$ cat config.mk
export PLATFORM = sky130hd
export DESIGN_NAME = laser_search_ctrl_flat
export DESIGN_NICKNAME = d
export VERILOG_FILES = /design/src/rtl/laser_search_ctrl_if.sv /design/src/rtl/laser_search_ctrl.sv /design/src/flat_wrapper.sv
export SDC_FILE = /design/constraint.sdc
export NUM_CORES = 1
export LEC_CHECK = 0
export ABC_AREA = 1
export BUFFER_PORTS_ARGS = -buffer_cell sky130_fd_sc_hd__clkbuf_2
export CAP_MARGIN = 40
export CORE_MARGIN = 3
export CORE_UTILIZATION = 59
export DETAILED_ROUTE_END_ITERATION = 8
export PLACE_DENSITY_LB_ADDON = 0.1
export SLEW_MARGIN = 0
export SYNTH_ARGS = -nofsm -noshare
export SYNTH_HDL_FRONTEND = slang
export SYNTH_SLANG_ARGS = --single-unit
$ cat constraint.sdc
create_clock -name CLK -period 2.02 [get_ports CLK]
set_input_delay 0.101 -clock CLK [delete_from_list [all_inputs] [get_ports CLK]]
set_output_delay 0.101 -clock CLK [all_outputs]
set_load 0.02 [all_outputs]
$ cat src/rtl/laser_search_ctrl_if.sv
// Candidate handshake between the search sequencer and the coverage evaluator.
//   eval_req  : candidate valid (sequencer -> evaluator)
//   eval_sel  : circle being moved, 0 = circle 1, 1 = circle 2
//   eval_cx/cy: candidate centre on the 16x16 grid
//   eval_ack  : evaluator done, eval_cnt valid this cycle (evaluator -> sequencer)
//   eval_cnt  : points covered by the candidate united with the fixed circle
interface laser_search_ctrl_if #(
   parameter int unsigned CNT_W = 6
);
   logic             eval_req;
   logic             eval_sel;
   logic [3:0]       eval_cx;
   logic [3:0]       eval_cy;
   logic             eval_ack;
   logic [CNT_W-1:0] eval_cnt;

   modport master (
      output eval_req, eval_sel, eval_cx, eval_cy,
      input  eval_ack, eval_cnt
   );

   modport slave (
      input  eval_req, eval_sel, eval_cx, eval_cy,
      output eval_ack, eval_cnt
   );
endinterface

$ cat src/rtl/laser_search_ctrl.sv
// Search sequencer for the two-circle laser coverage engine. Runs one full-grid
// pass and ITERS windowed refinement passes, alternating circle 1 and circle 2,
// issuing one candidate centre at a time and committing the best-scoring one.
// Ports:
//   CLK, RST       : clock (rising edge), asynchronous active-high reset
//   start          : begin a search, sampled only while idle
//   ev             : evaluator handshake (master side)
//   C1X..C2Y       : committed circle centres
//   busy           : search in progress
//   DONE           : one-cycle completion pulse
module laser_search_ctrl #(
   parameter int unsigned WIN   = 3,
   parameter int unsigned ITERS = 3,
   parameter int unsigned CNT_W = 6
) (
   input  logic                CLK,
   input  logic                RST,
   input  logic                start,
   laser_search_ctrl_if.master ev,
   output logic [3:0]          C1X,
   output logic [3:0]          C1Y,
   output logic [3:0]          C2X,
   output logic [3:0]          C2Y,
   output logic                busy,
   output logic                DONE
);

   localparam int unsigned PASS_W = (ITERS < 1) ? 1 : $clog2(ITERS + 1);

   typedef enum logic [2:0] {S_IDLE, S_ISSUE, S_UPDATE, S_NEXT, S_FIN} state_t;

   state_t             state;
   logic [PASS_W-1:0]  pass;
   logic [3:0]         lo_x, hi_x, lo_y, hi_y;
   logic [3:0]         best_x, best_y;
   logic [CNT_W-1:0]   best_cnt;
   logic [CNT_W-1:0]   cnt_q;

   logic [3:0]         ctr_x_c, ctr_y_c;
   logic [3:0]         nlo_x_c, nhi_x_c, nlo_y_c, nhi_y_c;
   logic               full_c, take_c, last_c;

   // Window edges clipped to the grid; guards keep the 4-bit arithmetic from wrapping.
   function automatic logic [3:0] win_lo(input logic [3:0] c);
      return (c < 4'(WIN)) ? 4'd0 : c - 4'(WIN);
   endfunction

   function automatic logic [3:0] win_hi(input logic [3:0] c);
      return (c > 4'(15 - WIN)) ? 4'd15 : c + 4'(WIN);
   endfunction

   // Next window, used in NEXT: the circle about to move is the other one.
   always_comb begin
      ctr_x_c = ev.eval_sel ? C1X : C2X;
      ctr_y_c = ev.eval_sel ? C1Y : C2Y;
      full_c  = (pass == '0) && !ev.eval_sel;
      nlo_x_c = full_c ? 4'd0  : win_lo(ctr_x_c);
      nhi_x_c = full_c ? 4'd15 : win_hi(ctr_x_c);
      nlo_y_c = full_c ? 4'd0  : win_lo(ctr_y_c);
      nhi_y_c = full_c ? 4'd15 : win_hi(ctr_y_c);
      take_c  = (cnt_q >= best_cnt);
      last_c  = (ev.eval_cx == hi_x) && (ev.eval_cy == hi_y);
   end

   // Sequencer state machine with registered outputs.
   always_ff @(posedge CLK or posedge RST) begin
      if (RST) begin
         state       <= S_IDLE;
         pass        <= '0;
         lo_x        <= 4'd0;
         hi_x        <= 4'd0;
         lo_y        <= 4'd0;
         hi_y        <= 4'd0;
         best_x      <= 4'd0;
         best_y      <= 4'd0;
         best_cnt    <= '0;
         cnt_q       <= '0;
         ev.eval_req <= 1'b0;
         ev.eval_sel <= 1'b0;
         ev.eval_cx  <= 4'd0;
         ev.eval_cy  <= 4'd0;
         C1X         <= 4'd0;
         C1Y         <= 4'd0;
         C2X         <= 4'd0;
         C2Y         <= 4'd0;
         busy        <= 1'b0;
         DONE        <= 1'b0;
      end else begin
         DONE <= 1'b0;
         case (state)
            S_IDLE: begin
               if (start) begin
                  C1X         <= 4'd0;
                  C1Y         <= 4'd0;
                  C2X         <= 4'd0;
                  C2Y         <= 4'd0;
                  pass        <= '0;
                  lo_x        <= 4'd0;
                  hi_x        <= 4'd15;
                  lo_y        <= 4'd0;
                  hi_y        <= 4'd15;
                  best_cnt    <= '0;
                  ev.eval_sel <= 1'b0;
                  ev.eval_cx  <= 4'd0;
                  ev.eval_cy  <= 4'd0;
                  ev.eval_req <= 1'b1;
                  busy        <= 1'b1;
                  state       <= S_ISSUE;
               end
            end

            S_ISSUE: begin
               if (ev.eval_ack && ev.eval_req) begin
                  cnt_q       <= ev.eval_cnt;
                  ev.eval_req <= 1'b0;
                  state       <= S_UPDATE;
               end
            end

            S_UPDATE: begin
               // >= so that on ties the later candidate wins
               if (take_c) begin
                  best_cnt <= cnt_q;
                  best_x   <= ev.eval_cx;
                  best_y   <= ev.eval_cy;
               end
               if (!last_c) begin
                  if (ev.eval_cx == hi_x) begin
                     ev.eval_cx <= lo_x;
                     ev.eval_cy <= ev.eval_cy + 4'd1;
                  end else begin
                     ev.eval_cx <= ev.eval_cx + 4'd1;
                  end
                  ev.eval_req <= 1'b1;
                  state       <= S_ISSUE;
               end else begin
                  // Commit includes the final candidate's own result
                  if (ev.eval_sel) begin
                     C2X <= take_c ? ev.eval_cx : best_x;
                     C2Y <= take_c ? ev.eval_cy : best_y;
                  end else begin
                     C1X <= take_c ? ev.eval_cx : best_x;
                     C1Y <= take_c ? ev.eval_cy : best_y;
                  end
                  state <= S_NEXT;
               end
            end

            S_NEXT: begin
               if (ev.eval_sel && (pass >= PASS_W'(ITERS))) begin
                  busy  <= 1'b0;
                  DONE  <= 1'b1;
                  state <= S_FIN;
               end else begin
                  if (ev.eval_sel) pass <= pass + PASS_W'(1);
                  ev.eval_sel <= !ev.eval_sel;
                  lo_x        <= nlo_x_c;
                  hi_x        <= nhi_x_c;
                  lo_y        <= nlo_y_c;
                  hi_y        <= nhi_y_c;
                  ev.eval_cx  <= nlo_x_c;
                  ev.eval_cy  <= nlo_y_c;
                  best_cnt    <= '0;
                  ev.eval_req <= 1'b1;
                  state       <= S_ISSUE;
               end
            end

            S_FIN: begin
               state <= S_IDLE;
            end

            default: state <= S_IDLE;
         endcase
      end
   end

endmodule
$ cat src/flat_wrapper.sv
// flat-port wrapper written by rule: the top's interface ports become plain ports
module laser_search_ctrl_flat 
#(
   parameter int unsigned WIN   = 3,
   parameter int unsigned ITERS = 3,
   parameter int unsigned CNT_W = 6
)
  (CLK, RST, start, C1X, C1Y, C2X, C2Y, busy, DONE, ev_eval_req, ev_eval_sel, ev_eval_cx, ev_eval_cy, ev_eval_ack, ev_eval_cnt);
  laser_search_ctrl_if #(.CNT_W(CNT_W)) ev_i ();
  input  logic CLK;
  input  logic RST;
  input  logic start;
  output logic [3:0] C1X;
  output logic [3:0] C1Y;
  output logic [3:0] C2X;
  output logic [3:0] C2Y;
  output logic busy;
  output logic DONE;
  output wire logic [$bits(ev_i.eval_req)-1:0] ev_eval_req;
  output wire logic [$bits(ev_i.eval_sel)-1:0] ev_eval_sel;
  output wire logic [$bits(ev_i.eval_cx)-1:0] ev_eval_cx;
  output wire logic [$bits(ev_i.eval_cy)-1:0] ev_eval_cy;
  input wire logic [$bits(ev_i.eval_ack)-1:0] ev_eval_ack;
  input wire logic [$bits(ev_i.eval_cnt)-1:0] ev_eval_cnt;
  assign ev_eval_req = ev_i.eval_req;
  assign ev_eval_sel = ev_i.eval_sel;
  assign ev_eval_cx = ev_i.eval_cx;
  assign ev_eval_cy = ev_i.eval_cy;
  assign ev_i.eval_ack = ev_eval_ack;
  assign ev_i.eval_cnt = ev_eval_cnt;
  laser_search_ctrl #(.WIN(WIN), .ITERS(ITERS), .CNT_W(CNT_W)) u_core (.CLK(CLK), .RST(RST), .start(start), .ev(ev_i), .C1X(C1X), .C1Y(C1Y), .C2X(C2X), .C2Y(C2Y), .busy(busy), .DONE(DONE));
endmodule
# After elaboration in Yosys (flattened, before gate mapping)
# Cells that the tools add are included.
# word_totals
regBits	65
latchBits	0
ramBits	0
rom_bits	0
output_inout_bits	28
wordCells	134
memories	0
# classes
add_sub_neg	7
multipliers	0
div_mod_pow	0
magnitude_cmp	6
eq_ne	16
n_shift	0
n_mux	64
bitwise_logic	0
n_reduce_logical	22
# op_table
op	count
$mux W4	30
$pmux W4 S2	7
$pmux W4 S3	2
$reduce_and A4 Y1	5
$mux W6	3
$pmux W6 S3	1
$ne A2 B1 Y1 const B	7
$pmux W3 S4	1
$reduce_and A5 Y1	2
$mux W1	9
$mux W3	3
$add A4 B1 Y4 const B	2
$add A4 B2 Y4 const B	2
$eq A4 B4 Y1	2
$gt A4 B4 Y1 const B	2
$lt A4 B2 Y1 const B	2
$mux W2	4
$ne A2 B2 Y1 const B	4
$sub A4 B2 Y4 const B	2
$eq A3 B2 Y1 const B	2
$ge A6 B6 Y1	1
$reduce_and A3 Y1	2
$logic_and A1 B1 Y1	4
$pmux W1 S2	2
other kinds (12)	14

# Depth between registers and ports, before layout
# depth
depth_word	6
ltp_mapped	12
mapped_depth_nobuf	12

# Worst setup path before layout
# No wires, ideal clock.
# synth_path
path_kind	reg-to-reg
from	reg u_core.ev.eval_sel
to	reg u_core.ev.eval_cx[3]
setup_time_ns	0.117
t_arrival_ns	1.605
t_required_ns	1.903
slack_ns	0.299
path_stages_with_launch	12
n_path_buf	1
period_less_slack_ns	1.721
cell_sequence	dfrtp_1 -> buf_4 -> nand2_1 -> nand2_1 -> ha_1 -> nand3b_1 -> nor2_1 -> nor2_2 -> nand3_1 -> nand2_1 -> nand2_1 -> nand2_1
# synth_between
elab_chain_len	6
word_cells_on_any_way	12
cone_classes	add/sub: 1; order compare: 1; eq/ne: 1; mux: 5; reduce/logical: 4
# synth_rtl
element	line	text
start: declaration	laser_search_ctrl_if.sv:18	output eval_req, eval_sel, eval_cx, eval_cy,
start signal: assignment	laser_search_ctrl.sv:156	ev.eval_sel <= !ev.eval_sel;
$mux W4	laser_search_ctrl.sv:54	ctr_x_c = ev.eval_sel ? C1X : C2X;
$sub A4 B2 Y4 / $lt A4 B2 Y1 (equally long branches)	laser_search_ctrl.sv:45	return (c < 4'(WIN)) ? 4'd0 : c - 4'(WIN);
$mux W4	laser_search_ctrl.sv:45	
$mux W4	laser_search_ctrl.sv:57	nlo_x_c = full_c ? 4'd0 : win_lo(ctr_x_c);
$mux W4	laser_search_ctrl.sv:150	if (ev.eval_sel && (pass >= PASS_W'(ITERS))) begin
$pmux W4 S3	laser_search_ctrl.sv:90	case (state)
end signal: assignment	laser_search_ctrl.sv:129	ev.eval_cx <= lo_x;
end signal: assignment	laser_search_ctrl.sv:132	ev.eval_cx <= ev.eval_cx + 4'd1;
end signal: assignment	laser_search_ctrl.sv:161	ev.eval_cx <= nlo_x_c;
end: declaration	laser_search_ctrl_if.sv:18	
# Several ways; a longest one is shown, not always the timed one. The select of a mux whose other input is x is not followed.
# A chain may end at the register's enable or synchronous reset.

# Worst setup path after layout
# layout_path
from	reg u_core.cnt_q[0]
to	reg u_core.best_cnt[0]
# layout_between
elab_chain_len	3
word_cells_on_any_way	5
cone_classes	order compare: 1; eq/ne: 1; mux: 2; reduce/logical: 1
# layout_rtl
element	line	text
start: declaration	laser_search_ctrl.sv:37	logic [CNT_W-1:0] cnt_q;
start signal: assignment	laser_search_ctrl.sv:114	cnt_q <= ev.eval_cnt;
$ge A6 B6 Y1	laser_search_ctrl.sv:61	take_c = (cnt_q >= best_cnt);
$ne A2 B1 Y1 (no source line)	--	
$reduce_and A4 Y1 (no source line)	--	
end signal: assignment	laser_search_ctrl.sv:123	best_cnt <= cnt_q;
end: declaration	laser_search_ctrl.sv:36	logic [CNT_W-1:0] best_cnt;
# Several ways; a longest one is shown, not always the timed one. The select of a mux whose other input is x is not followed.

==> flow_summary.toml <==
[outcome]
status = "completed"

[floorplan]
fp-row-count = 28
initial_core_util_pct = 62.41
die_y_um = 86.07
die_w_um = 86.07
die_outline_area_um2 = 7407
core_area_um2 = 6061
io_pins = 38

[setup_path]
reg2regPathDepth = 12
required_time_at_the_endpoint_of_the_critical_path_ns = 2.30
worstPathMaxFanout = 12
r2r-end = "u_core.best_cnt[0]"
crit_arrival_ns = 2.09
r2r_setup_slack_ns = 0.21
setup.worst_path.start_class = "flip-flop"
worstReg2RegStart = "u_core.cnt_q[0]"
critPathKind = "reg2reg"
worst_setup_path_end_kind = "flip-flop"

[power]
power.clock.fraction_pct = 21.3
switching_share_pct = 44.24
power.switching_mw = 2.230
ir_drop_mv = 0.8343
reg_power_share_pct = 34.9
leakage_nw = 2.396
powerDensity_nw_per_um2 = 1161
internal_power_contribution_mw = 2.811
p_comb_share_pct = 43.8
totalPowerFinal_mw = 5.040

[grt]
grt_first_pass_wirelength_mm = 15.00
first_global_vias = 3260
pin_count_of_the_biggest_net_entering_global_routing = 66
grt_use_total_pct = 25.86
antenna_found_initial = 0
grt-ovfl-total = 0

[clocking]
tritoncts.num_buffers = 9
maximum_buffer_depth_of_the_clock_tree = 2
clkLatencyLatePin_ns = 0.35
cts_root_buf = "clkbuf_8"
cts_tree = "yes"
tritoncts_num_sinks = 65
ctsHtreeMaxLevel = 3
clk_transition_reported_paths_ns = 0.07

[placement]
post_dp_cell_area_um2 = 4089
gpl.final_weighted_congestion = 0.8653
place.detailed.hpwl_mm = 6.331
port_buf_inserts = 37

[sta]
final.period_utilization_pct = 89.63
minimum_period_implied_by_the_final_worst_setup_slack_ns = 1.811
rsz_0062_raised_after_global_routing = "no"
max_slew_margin_pct = 51.90
worstMarginPinSlew_ns = 0.7139
setup_tns_after_final_layout_ns = 0
finalHoldViolations = 0
report.final.slew_viol_count = 0
max_freq_mhz = 552.3
finalClockSkew_ns = 0.009275
setup-violations-final = 0

[min_path]
hold_class = "in2reg"
worstHoldPathCells = 2
worstHoldEndpoint = "u_core.cnt_q[3]"
hold_path.startpoint = "ev_eval_cnt[3]"

[synthesis]
syn_nets = 510
yosysWarnings = 0
synth-seq-cells = 65
syn-instance-count = 486
synth_area_per_cell_um2 = 7.783
synth.distinct_cells = 31
synth.cell_area_um2 = 3782
synth_seq_area_share_pct = 43.00

[final_layout]
finalInstanceArea_um2 = 4340
layout-drive-gt1-share_pct = 20.84
syn2layout_area_growth_pct = 14.75
nets = 567
diode_insertion_count_for_antenna_repair = 0

[routing]
dr.first_iter.drc_count = 180
vias = 3336
total_iterations_of_the_first_detailed_routing_run = 4
drt-total-wl_mm = 9.010
avgRoutedWirePerCell_um = 14.49
drcViolationCount = 0
postRouteAntennaNets = 0
vias_per_cell = 5.363

[run]
timing.max_cap.violations = 0
## timing repair
| action | 4_1_cts | 5_1_grt |
|---|---|---|
| resized for setup | 0 | 0 |
| setup buffers | 0 | 1 |
| hold buffers | 6 | 0 |
| endpoints found under the hold margin | 70 | 0 |
| endpoints found under the setup margin | 0 | 2 |
## per-layer routing
metal  up-vias  routed length (um)  track usage, %  share of wire, %
li1       1657                   -               -                 -
met1      1594                4054           33.79                45
met2        71                4424           42.61                49
met3        14                 364           3.939               4.0
met4         0                 165           11.22               1.8
met5         -                   0               0                 0
## layout by cell type, fill, tap and decap left out, drive strengths merged
cell type	synthesis	final
nor2	29	29
a22oi	3	3
bufinv	0	1
nor3	1	1
a21o	1	1
nand3	32	32
mux2	5	5
inv	53	53
nand4	17	17
dlygate4sd3	0	6
clkinvlp	0	2
dfrtp	65	65
nand3b	5	5
a41oi	1	1
buf	8	12
o21ai	23	23
nand2	211	211
a21oi	9	9
xor2	4	4
ha	14	14
clkbuf	1	46
xnor2	4	4
clkinv	0	3
## Yosys cell counts
library cell | count | area (um2)
dfrtp_1 | 65 | 1627
nor2_1 | 19 | 71.32
nand2_1 | 198 | 743.2
nand3_1 | 29 | 145.1
nor2_8 | 2 | 40.04
nand2_2 | 12 | 75.07
o21ai_0 | 11 | 55.05
ha_1 | 14 | 175.2
o21ai_1 | 5 | 25.02
a22oi_1 | 3 | 22.52
buf_4 | 2 | 15.01
nor2_4 | 5 | 56.30
nand3b_1 | 5 | 37.54
mux2_2 | 5 | 56.30
clkbuf_1 | 1 | 3.750
xnor2_1 | 4 | 35.03
nand2_4 | 1 | 11.26
buf_6 | 3 | 33.78
a41oi_1 | 1 | 8.760
o21ai_2 | 7 | 61.31
inv_2 | 9 | 33.78
nand4_1 | 17 | 106.4
a21oi_4 | 2 | 32.53
a21o_1 | 1 | 7.510
nor2_2 | 3 | 18.77
buf_2 | 3 | 15.01
nand3_2 | 3 | 30.03
nor3_1 | 1 | 5.000
inv_1 | 44 | 165.2
xor2_1 | 4 | 35.03
a21oi_1 | 7 | 35.03
## worst max-delay path by stage
stage,start,to
after global routing,u_core.ev.eval_sel,u_core.ev.eval_cy[2]
after floorplan,RST,u_core.C1X[0]
after global placement,u_core.cnt_q[5],u_core.best_cnt[0]
final,u_core.cnt_q[0],u_core.best_cnt[0]
after detailed placement,u_core.cnt_q[5],u_core.best_cnt[0]
after CTS,u_core.cnt_q[5],u_core.best_cnt[0]
## cell families (layout without fill, tap and decap cells)
family,Yosys count,after routing,share of synthesized area [%]
AND/OR/NAND/NOR,295,295,35.43
flip-flops,65,65,43.00
buffers and inverters,62,123,7.046
AO/OA/AOI/OAI,37,37,6.550
adder cells (fa/ha/maj),14,14,4.631
XOR/XNOR,8,8,1.852
multiplexers,5,5,1.488
## per-stage QoR
stage	utilization, %	hold slack, ns	std cells	setup WS [ns]
after floorplan	-	0.2516	486	0.2925
after global placement	67.46	0.1857	600	0.2066
after detailed placement	67.46	0.1837	600	0.1336
after CTS	71.49	0.001063	621	0.1091
after global routing	71.61	0.007121	622	0.03381
final	71.61	0.001034	622	0.2094
## worst max-delay path, stage by stage, from the launching register on
cell and delay, ns:
dfrtp_1 0.37, inv_1 0.07, ha_1 0.29, inv_1 0.07, nand2_1 0.05, nand2_1 0.05
nand2_1 0.05, nand2_1 0.10, nand2_2 0.15, o21ai_2 0.14, buf_4 0.23, nand2_1 0.07
o21ai_1 0.07
## final cells by class
type	count	area, um2
multi-input combinational	359	1889
fill	486	1720
sequential	65	1627
timing repair buffer	55	347.8
inverter	53	198.9
clock buffer	9	123.9
tap	75	93.84
clock inverter	6	60.06
## sequential cells by signal, indices dropped and copies added, names as in the netlist, 2 cells and up
signal / count
u_core.ev.eval_cx: 4
u_core.state: 3
u_core.hi_x: 4
u_core.best_x: 4
u_core.C1Y: 4
u_core.best_cnt: 6
u_core.C2X: 4
u_core.ev.eval_cy: 4
u_core.cnt_q: 6
u_core.C1X: 4
u_core.hi_y: 4
u_core.lo_x: 4
u_core.pass: 2
u_core.best_y: 4
u_core.C2Y: 4
## power by group through the flow
stage / sequential (mW) / clock (mW) / combinational [mW]
after floorplan: 1.79 / 0 / 1.55
after global placement: 1.77 / 0 / 2.08
after detailed placement: 1.78 / 0 / 2.13
after CTS: 1.76 / 1.08 / 2.15
after global routing: 1.79 / 1.13 / 2.45
final: 1.76 / 1.07 / 2.21
Power figures use the tool's default switching activity.
